`src/rtl/br_ctrl_pkg.sv`:
```
`default_nettype none
// ============================================================================
//  Module      : br_ctrl_pkg
//  Description : Shared types and constants for the branch resolution block:
//                FSM state encoding, B-type funct3 codes and the sequential
//                PC increment.
//  Revision    : 1.0 - initial release
// ============================================================================
package br_ctrl_pkg;

    // Resolution FSM states
    typedef enum logic [1:0] {
        IDLE     = 2'd0,
        REDIRECT = 2'd1,
        DRAIN    = 2'd2
    } brc_state_e;

    // B-type funct3 encodings (for decoders that feed this block)
    localparam logic [2:0] F3_BEQ  = 3'b000;
    localparam logic [2:0] F3_BNE  = 3'b001;
    localparam logic [2:0] F3_BLT  = 3'b100;
    localparam logic [2:0] F3_BGE  = 3'b101;
    localparam logic [2:0] F3_BLTU = 3'b110;
    localparam logic [2:0] F3_BGEU = 3'b111;

    // Fall-through increment for a 32-bit instruction
    localparam int unsigned PC_STEP = 4;

endpackage : br_ctrl_pkg
`default_nettype wire

```
`src/rtl/br_target_calc.sv`:
```
`default_nettype none
// ============================================================================
//  Module      : br_target_calc
//  Description : Purely combinational resolution of a control-flow op:
//                real taken flag, target address, next PC and the target
//                misalignment flag.
//  Ports       : is_branch/is_jal/is_jalr  op type (one-hot or all zero)
//                br_taken                  comparator result (branches)
//                pc, imm, rs1              operands
//                actual_taken              op really redirects flow
//                target                    computed jump/branch target
//                next_pc                   target if taken, else pc+4
//                misalign                  taken and target not word aligned
//  Revision    : 1.0 - initial release
// ============================================================================
module br_target_calc
    import br_ctrl_pkg::*;
#(
    parameter int XLEN = 32
) (
    input  logic            is_branch,
    input  logic            is_jal,
    input  logic            is_jalr,
    input  logic            br_taken,
    input  logic [XLEN-1:0] pc,
    input  logic [XLEN-1:0] imm,
    input  logic [XLEN-1:0] rs1,
    output logic            actual_taken,
    output logic [XLEN-1:0] target,
    output logic [XLEN-1:0] next_pc,
    output logic            misalign
);

    logic [XLEN-1:0] w_jalr_sum;

    assign w_jalr_sum   = rs1 + imm;
    assign actual_taken = (is_branch & br_taken) | is_jal | is_jalr;

    // JALR clears bit 0; bit 1 is left intact so misalignment is still seen
    assign target   = is_jalr ? {w_jalr_sum[XLEN-1:1], 1'b0} : (pc + imm);
    assign next_pc  = actual_taken ? target : (pc + XLEN'(PC_STEP));
    assign misalign = actual_taken & target[1];

endmodule : br_target_calc
`default_nettype wire

```
`src/rtl/branch_resolve_ctrl.sv`:
```
`default_nettype none
// ============================================================================
//  Module      : branch_resolve_ctrl
//  Description : EX-stage branch/jump resolution. Detects mispredicts,
//                handshakes a corrected PC to fetch, pulses an IF/ID flush
//                and holds EX for FLUSH_CYCLES after the redirect is taken.
//                Misaligned taken targets raise a one-cycle exception pulse
//                instead of a redirect.
//  Ports       : clk, rst_n (sync, active low)
//                ex_*            EX op handshake and operands
//                br_taken        comparator result
//                pred_*          fetch prediction
//                redirect_*      valid/ready redirect to the fetch PC mux
//                flush_ifid      one-cycle IF/ID kill
//                misalign_*      one-cycle misaligned-target exception
//                perf_*          event counters (BR_PERF_CNT_EN builds only)
//  Config      : define BR_PERF_CNT_EN to add perf_branches/perf_mispred.
//  Revision    : 1.0 - initial release
// ============================================================================
module branch_resolve_ctrl
    import br_ctrl_pkg::*;
#(
    parameter int XLEN         = 32,
    parameter int FLUSH_CYCLES = 2
) (
    input  logic            clk,
    input  logic            rst_n,
    input  logic            ex_valid,
    output logic            ex_ready,
    input  logic            ex_is_branch,
    input  logic            ex_is_jal,
    input  logic            ex_is_jalr,
    input  logic [XLEN-1:0] ex_pc,
    input  logic [XLEN-1:0] ex_imm,
    input  logic [XLEN-1:0] ex_rs1,
    input  logic            br_taken,
    input  logic            pred_taken,
    input  logic [XLEN-1:0] pred_target,
    output logic            redirect_valid,
    input  logic            redirect_ready,
    output logic [XLEN-1:0] redirect_pc,
    output logic            flush_ifid,
    output logic            misalign_exc,
    output logic [XLEN-1:0] misalign_addr
`ifdef BR_PERF_CNT_EN
    ,
    output logic [31:0]     perf_branches,
    output logic [31:0]     perf_mispred
`endif
);

    localparam int CNT_W = (FLUSH_CYCLES > 1) ? $clog2(FLUSH_CYCLES) : 1;

    brc_state_e      r_state;
    logic [CNT_W-1:0] r_drain_cnt;

    logic            w_actual_taken;
    logic [XLEN-1:0] w_target;
    logic [XLEN-1:0] w_next_pc;
    logic            w_misalign;
    logic            w_is_cf;
    logic            w_accept;
    logic            w_mispredict;
    logic            w_enter_redirect;

    br_target_calc #(
        .XLEN (XLEN)
    ) u_target_calc (
        .is_branch    (ex_is_branch),
        .is_jal       (ex_is_jal),
        .is_jalr      (ex_is_jalr),
        .br_taken     (br_taken),
        .pc           (ex_pc),
        .imm          (ex_imm),
        .rs1          (ex_rs1),
        .actual_taken (w_actual_taken),
        .target       (w_target),
        .next_pc      (w_next_pc),
        .misalign     (w_misalign)
    );

    // ex_ready is only high in IDLE, so accept implies IDLE
    assign w_is_cf  = ex_is_branch | ex_is_jal | ex_is_jalr;
    assign w_accept = ex_valid & ex_ready;

    assign w_mispredict = (w_actual_taken != pred_taken) |
                          (w_actual_taken & pred_taken & (w_target != pred_target));

    // Misalign wins over mispredict: the exception path flushes without redirect
    assign w_enter_redirect = w_accept & w_is_cf & ~w_misalign & w_mispredict;

    always_ff @(posedge clk) begin
        if (!rst_n) begin
            r_state        <= IDLE;
            r_drain_cnt    <= '0;
            ex_ready       <= 1'b1;
            redirect_valid <= 1'b0;
            redirect_pc    <= '0;
            flush_ifid     <= 1'b0;
            misalign_exc   <= 1'b0;
            misalign_addr  <= '0;
        end else begin
            flush_ifid   <= 1'b0;
            misalign_exc <= 1'b0;
            case (r_state)
                IDLE: begin
                    if (w_accept && w_is_cf && w_misalign) begin
                        misalign_exc  <= 1'b1;
                        misalign_addr <= w_target;
                        flush_ifid    <= 1'b1;
                    end else if (w_enter_redirect) begin
                        redirect_pc    <= w_next_pc;
                        redirect_valid <= 1'b1;
                        flush_ifid     <= 1'b1;
                        ex_ready       <= 1'b0;
                        r_state        <= REDIRECT;
                    end
                end
                REDIRECT: begin
                    if (redirect_ready) begin
                        redirect_valid <= 1'b0;
                        r_drain_cnt    <= CNT_W'(FLUSH_CYCLES - 1);
                        r_state        <= DRAIN;
                    end
                end
                DRAIN: begin
                    if (r_drain_cnt == '0) begin
                        ex_ready <= 1'b1;
                        r_state  <= IDLE;
                    end else begin
                        r_drain_cnt <= r_drain_cnt - 1'b1;
                    end
                end
                default: begin
                    r_state        <= IDLE;
                    ex_ready       <= 1'b1;
                    redirect_valid <= 1'b0;
                end
            endcase
        end
    end

`ifdef BR_PERF_CNT_EN
    always_ff @(posedge clk) begin
        if (!rst_n) begin
            perf_branches <= '0;
            perf_mispred  <= '0;
        end else begin
            if (w_accept && w_is_cf) begin
                perf_branches <= perf_branches + 32'd1;
            end
            if (w_enter_redirect) begin
                perf_mispred <= perf_mispred + 32'd1;
            end
        end
    end
`endif

endmodule : branch_resolve_ctrl
`default_nettype wire

```
`config.mk`:
```
export PLATFORM = sky130hd
export DESIGN_NAME = branch_resolve_ctrl
export DESIGN_NICKNAME = d
export VERILOG_FILES = /design/src/rtl/br_ctrl_pkg.sv /design/src/rtl/br_target_calc.sv /design/src/rtl/branch_resolve_ctrl.sv
export SDC_FILE = /design/constraint.sdc
export NUM_CORES = 1
export LEC_CHECK = 0
export BUFFER_PORTS_ARGS = -buffer_cell sky130_fd_sc_hd__buf_2
export CAP_MARGIN = 30
export CORE_MARGIN = 2
export CORE_UTILIZATION = 40
export DETAILED_ROUTE_END_ITERATION = 16
export RECOVER_POWER = 50
export SLEW_MARGIN = 20
export SYNTH_ARGS = -nofsm -noshare
export SYNTH_HDL_FRONTEND = slang
export SYNTH_SLANG_ARGS = --single-unit
export TNS_END_PERCENT = 50
```
`constraint.sdc`:
```
create_clock -name clk -period 11.04 [get_ports clk]
set_clock_uncertainty 0.05 [all_clocks]
set_input_delay 1.104 -clock clk [delete_from_list [all_inputs] [get_ports clk]]
set_output_delay 1.104 -clock clk [all_outputs]
set_load 0.005 [all_outputs]
```
==> After elaboration in Yosys (flattened, before gate mapping) <==
Cells that the tools add are included.
{ "word_totals": {"regBits": 71, "latch_bits": 0, "mem_bits_rw": 0, "romBits": 0, "in_bits": 137, "out_inout_bits": 68, "n_memories": 0} }
{ "classes": {"n_addsub": 4, "n_mul": 0, "div_mod_pow": 0, "order_cmp": 0, "n_eq_ne": 8, "n_shift": 0, "muxes": 21, "n_bitwise": 17, "reduce_logical": 11} }
{ "op_table": {"columns": ["op", "n"], "rows": [
  ["adder 32 bit", 2],
  ["2-to-1 mux 32 bit", 2],
  ["adder 32 x 3 -> 32 bit (second input constant)", 1],
  ["!= test 32 bit", 1],
  ["AND reduction 4 bit", 3],
  ["2-to-1 mux 1 bit", 11],
  ["bitwise AND 1 bit", 8],
  ["2-to-1 mux 2 bit", 4],
  ["!= test 2 bit (second input constant)", 4],
  ["case mux 1 bit (3 select lines)", 2],
  ["case mux 2 bit (3 select lines)", 1],
  ["AND reduction 2 bit", 3],
  ["OR 1 bit", 5],
  ["NOT 1 bit", 4],
  ["AND reduction 3 bit", 1],
  ["== test 2 x 1 -> 1 bit (second input constant)", 1],
  ["== test 2 bit (second input constant)", 1],
  ["logical AND 1 bit", 2],
  ["zero test 2 bit", 1],
  ["case mux 1 bit (2 select lines)", 1],
  ["nonzero test 2 bit", 1],
  ["!= test 1 bit", 1],
  ["subtractor 1 bit (second input constant)", 1]
]} }

==> Longest topological paths before layout <==
{ "depth": {"word_depth": 10, "mapped_depth": 21, "ltp_nobuf": 14} }

==> Modules after synthesis <==
Synthesis repeated with hierarchy kept, for this count alone.
{ "unflattened": {"hier_cells": 1027, "hier_area_um2": 7683.6} }
{ "by_module_without_submodules": {"columns": ["mod", "n_inst", "cells_per_inst", "area_each_um2", "seq_area_each_um2"], "rows": [
  ["br_target_calc", 1, 668, 4543.1, 0.0],
  ["branch_resolve_ctrl", 1, 359, 3140.5, 1421.4]
]} }

==> Worst setup path before layout <==
No wires, ideal clock.
{ "synth_timing": {"path_type": "input to register", "from": "input port ex_is_jalr", "to": "register redirect_pc[31]", "setup_ps": 120, "arrival_ps": 5289, "slack_ps": 5581, "path_stages": 21, "cell_sequence": "clkbuf_1 buf_2 buf_2 buf_2 buf_2 a211oi_1 inv_1 clkbuf_1 clkbuf_1 ha_1 nor4_1 a31oi_1 a211oi_1 nand4_1 nor4b_1 and4_1 nand4_1 nor4_4 clkbuf_1 a211o_1 nand3_1"} }
{ "synth_via": {"elab_chain_cells": 6, "elab_cells_between_ends": 18, "cone_classes": "eq/ne (2); mux (2); bitwise (11); reduce/logical (3)"} }
{ "synth_lines": {"columns": ["element", "line", "text"], "rows": [
  ["start, declared", "branch_resolve_ctrl.sv:32", "input logic ex_is_jalr,"],
  ["2-to-1 mux 32 bit or OR 1 bit (tied branches)", "br_target_calc.sv:40, br_target_calc.sv:37", null],
  ["!= test 32 bit (tied with other cells)", "branch_resolve_ctrl.sv:87", "(w_actual_taken & pred_taken & (w_target != pred_target));"],
  ["bitwise AND 1 bit or NOT 1 bit (tied branches)", "branch_resolve_ctrl.sv:87, branch_resolve_ctrl.sv:90", null],
  ["OR 1 bit or bitwise AND 1 bit (tied branches)", "branch_resolve_ctrl.sv:86, branch_resolve_ctrl.sv:90", null],
  ["bitwise AND 1 bit", "branch_resolve_ctrl.sv:90", "assign w_enter_redirect = w_accept & w_is_cf & ~w_misalign & w_mispredict;"],
  ["AND reduction 3 bit (no line)", null, null],
  ["end signal, assigned", "branch_resolve_ctrl.sv:112", "redirect_pc <= w_next_pc;"],
  ["end, declared", "branch_resolve_ctrl.sv:41", "output logic [XLEN-1:0] redirect_pc,"]
]} }
Parallel ways exist; a longest one is shown, timed or not.
A chain may end at the register's enable or synchronous reset.

==> Worst setup path in the final report <==
{ "layout_timing": {"from": "input port ex_imm[0]", "to": "register redirect_pc[2]"} }
{ "layout_via": {"elab_chain_cells": 7, "elab_cells_between_ends": 14, "cone_classes": "add/sub (2); eq/ne (1); mux (2); bitwise (7); reduce/logical (2)"} }
{ "layout_lines": {"columns": ["element", "line", "text"], "rows": [
  ["start, declared", "branch_resolve_ctrl.sv:34", "input logic [XLEN-1:0] ex_imm,"],
  ["adder 32 bit (on tied branches)", "br_target_calc.sv:40, br_target_calc.sv:36", null],
  ["2-to-1 mux 32 bit *", "br_target_calc.sv:40", "assign target = is_jalr ? {w_jalr_sum[XLEN-1:1], 1'b0} : (pc + imm);"],
  ["!= test 32 bit or bitwise AND 1 bit (tied branches)", "branch_resolve_ctrl.sv:87, br_target_calc.sv:42", null],
  ["bitwise AND 1 bit or NOT 1 bit (tied branches)", "branch_resolve_ctrl.sv:87, branch_resolve_ctrl.sv:90", null],
  ["OR 1 bit or bitwise AND 1 bit (tied branches)", "branch_resolve_ctrl.sv:86, branch_resolve_ctrl.sv:90", null],
  ["bitwise AND 1 bit", "branch_resolve_ctrl.sv:90", null],
  ["AND reduction 3 bit (no line)", null, null]
]} }
Mark *: on every way between the ends. The rest lies on a longest branch, timed or not.

==> metrics.txt <==
fmax 177 MHz; die width 154 µm; Worst Tran Pin Value approximately 1.7 ns; clk_lat worst skew 0.33 ns; Vias/cell about 6; post-detail-place hpwl ~27 mm; root buffer cell clkbuf_16; CP dominant cell by count a2111oi_0; first-pass GRT wire length ~51 mm; setup_tns 0 ns; core area between 20,000 and 25,000 µm²; Pwr Density about 110 nW/µm²; busiest grt layer met2; sequential element share of the synthesized area between 10% and 20%; startpoint types input pin; n_diodes 0; H-Tree Depth 3; CP max stage delay 0.56 ns; Routability Congestion between 0.9 and 1; WS Path Type input pin to flip-flop; Critical Path Sink Type flip-flop; Top FF cell, synth dfxtp_1; post-synthesis register bit count 71; Hold Crit Class flip-flop to flip-flop; IO buf count about 200; Synth Net Count between 1,000 and 1,500; Hold WS between 0.4 and 0.5 ns; site row count 54; RSZ-0062 raised after global routing no; EDFF count, synth 0; vias in the first global route between 9,000 and 10,000; I/O pin total 205; M3 GR Usage 3.04%; CTS resizes 0; Yosys cell types 74; Die Area about 24,000 µm²; met2 Track Usage GR between 40% and 50%; via count of the routed design 10,300; outcome finished with violations; Tot GR Track Use approximately 27%; hold violation count in the final report 0; CTS tree done; pre-CTS WS a little over 5 ns; Worst Path Arrival ~5.9 ns; share of cells above drive strength 1 15.9%; Lkg Pwr roughly 4.3 nW; Syn Inst Count 1,264; # DRC 0; cts bufs inserted 9; Tcrit/Tclk final between 50 and 60%; commonest cells after routing, fill and taps aside buf_2, nor2_1, nand2_1; CTS Hold Bufs 0; Worst-path clk slew ~0.060 ns; worst vdd ir between 0.09 and 0.1 mV; CP max stage cell a2111oi_0; Area Overhead vs Synth 16.2%; Synthesis Warnings 0; CTS max path bufs 2; final net count between 1,500 and 2,000; Fillers ~2,300; initial antenna violation count 0; Worst Slack Setup Final approximately 5.4 ns; Max-Cap Viols 1; DIE HEIGHT ~150 µm; largest net degree at the start of global routing 73; Design Power between 1 and 1.5 mW; Avg Inst Size Synth between 7 and 8 µm²; Async SR Flop Fraction 0%; failing checks max-capacitance violations, max-slew violations; total grt overflow 0; Pre-antenna DRT Iters 7; clk sinks between 70 and 80; setup violators final 0; Initial DRC Count between 700 and 800; # Post-CTS Setup Buffers 0; Routed Wire Length about 33 mm; Cell Area, Synth between 8000 and 9000 µm²; Slew headroom -10.3%; commonest non-fill, non-tap cell in the layout buf_2; cell chain of the critical path buf_2 > and2_1 > fa_1 > a21o_1 > a221oi_2 > o221a_2 > mux2i_1 > a211o_1 > xor2_1 > o2111ai_1 > a2111oi_0 > nand4_1 > nor4_4 > buf_4 > a2111oi_0 > a211oi_1; CP max FO 64; post-route ant nets 0; Max Slew Vio Count 38; R2R Setup Slk around 8.2 ns; post-layout min period between 5 and 6 ns; Critical Path RT around 11 ns; Starting Density about two fifths; WL/cell just under 20 µm; met1 usage around two fifths
[metrics by stage]
stage / cells / area (µm²) / utilization (%)
4_1_cts: 1687 / 10400 / 47.6
6_report: 1689 / 10400 / 47.5
3_5_place_dp: 1672 / 10100 / 46.1
2_1_floorplan: 1264 / 8960 / -
3_3_place_gp: 1671 / 10100 / 46.1
5_1_grt: 1689 / 10400 / 47.5
[per-layer routing]
layer	share of wire [%]	routed length [µm]
met5	0	0
met1	47	15700
met4	1.9	621
met3	7.4	2480
met2	44	14600
[kinds of logic after synthesis]
group | share of synthesized area, %
xor+xnor | 9.08
buf+inv | 4.87
fa+ha+maj | 9.24
simple gates | 30.9
mux | 2.96
flops | 15.9
compound gates | 27.1
[synthesized netlist by cell type, types with 23 or more instances]
| master | instances | share of area (%) |
|---|---|---|
| xnor2_1 | 38 | 3.7 |
| xor2_1 | 53 | 5.2 |
| nand3_1 | 84 | 4.7 |
| o21ai_0 | 72 | 4.0 |
| a21oi_1 | 89 | 5.0 |
| nor3_1 | 25 | 1.4 |
| nand4_1 | 75 | 5.2 |
| nand2_1 | 104 | 4.4 |
| nor2_1 | 120 | 5.0 |
| ha_1 | 63 | 8.8 |
| dfxtp_1 | 71 | 16 |
| a21o_1 | 23 | 1.9 |
| inv_1 | 24 | 1.0 |
| a211oi_1 | 47 | 3.9 |
| clkbuf_1 | 68 | 2.8 |
[power by group]
| part | internal [mW] | switching (mW) |
|---|---|---|
| Combinational | 0.208 | 0.360 |
| Sequential | 0.289 | 0.0252 |
| Clock | 0.203 | 0.109 |
| Total | 0.700 | 0.494 |
[worst paths after layout]
check	startpoint	end	depth (start not counted)
setup / recovery	ex_imm[0]	redirect_pc[2]$_SDFFE_PN0P_	16
hold / removal	redirect_pc[2]$_SDFFE_PN0P_	redirect_pc[2]$_SDFFE_PN0P_	2
setup reg to reg	r_state[0]$_SDFFE_PN0P_	redirect_pc[30]$_SDFFE_PN0P_	8
hold reg to reg	redirect_pc[2]$_SDFFE_PN0P_	redirect_pc[2]$_SDFFE_PN0P_	2
[registers in the layout (all words and copies together), names as in the netlist]
register        cells
misalign_addr      32
redirect_pc        32
r_state             2
ex_ready            1
flush_ifid          1
misalign_exc        1
r_drain_cnt         1
redirect_valid      1
[worst max-delay path: cells and delay by family]
family                     cells  cell delay [ns]
AOI/OAI and AO/OA              8             2.54
adders and majority gates      1             0.40
buffers and inverters          2             0.62
xor gates and xnor gates       1             0.16
muxes                          1             0.31
and+or+nand+nor                3             0.69
[layout make-up]
type	instances	area, µm²	area share, %
Clock inverter	5	82.6	0.793
Clock buffer	10	239	2.30
Tap cell	280	350	3.37
Sequential cell	71	1420	13.7
Multi-Input combinational cell	1082	7130	68.5
Inverter	24	90.1	0.865
Timing Repair Buffer	217	1090	10.5
(Power assumes the default switching activity.)
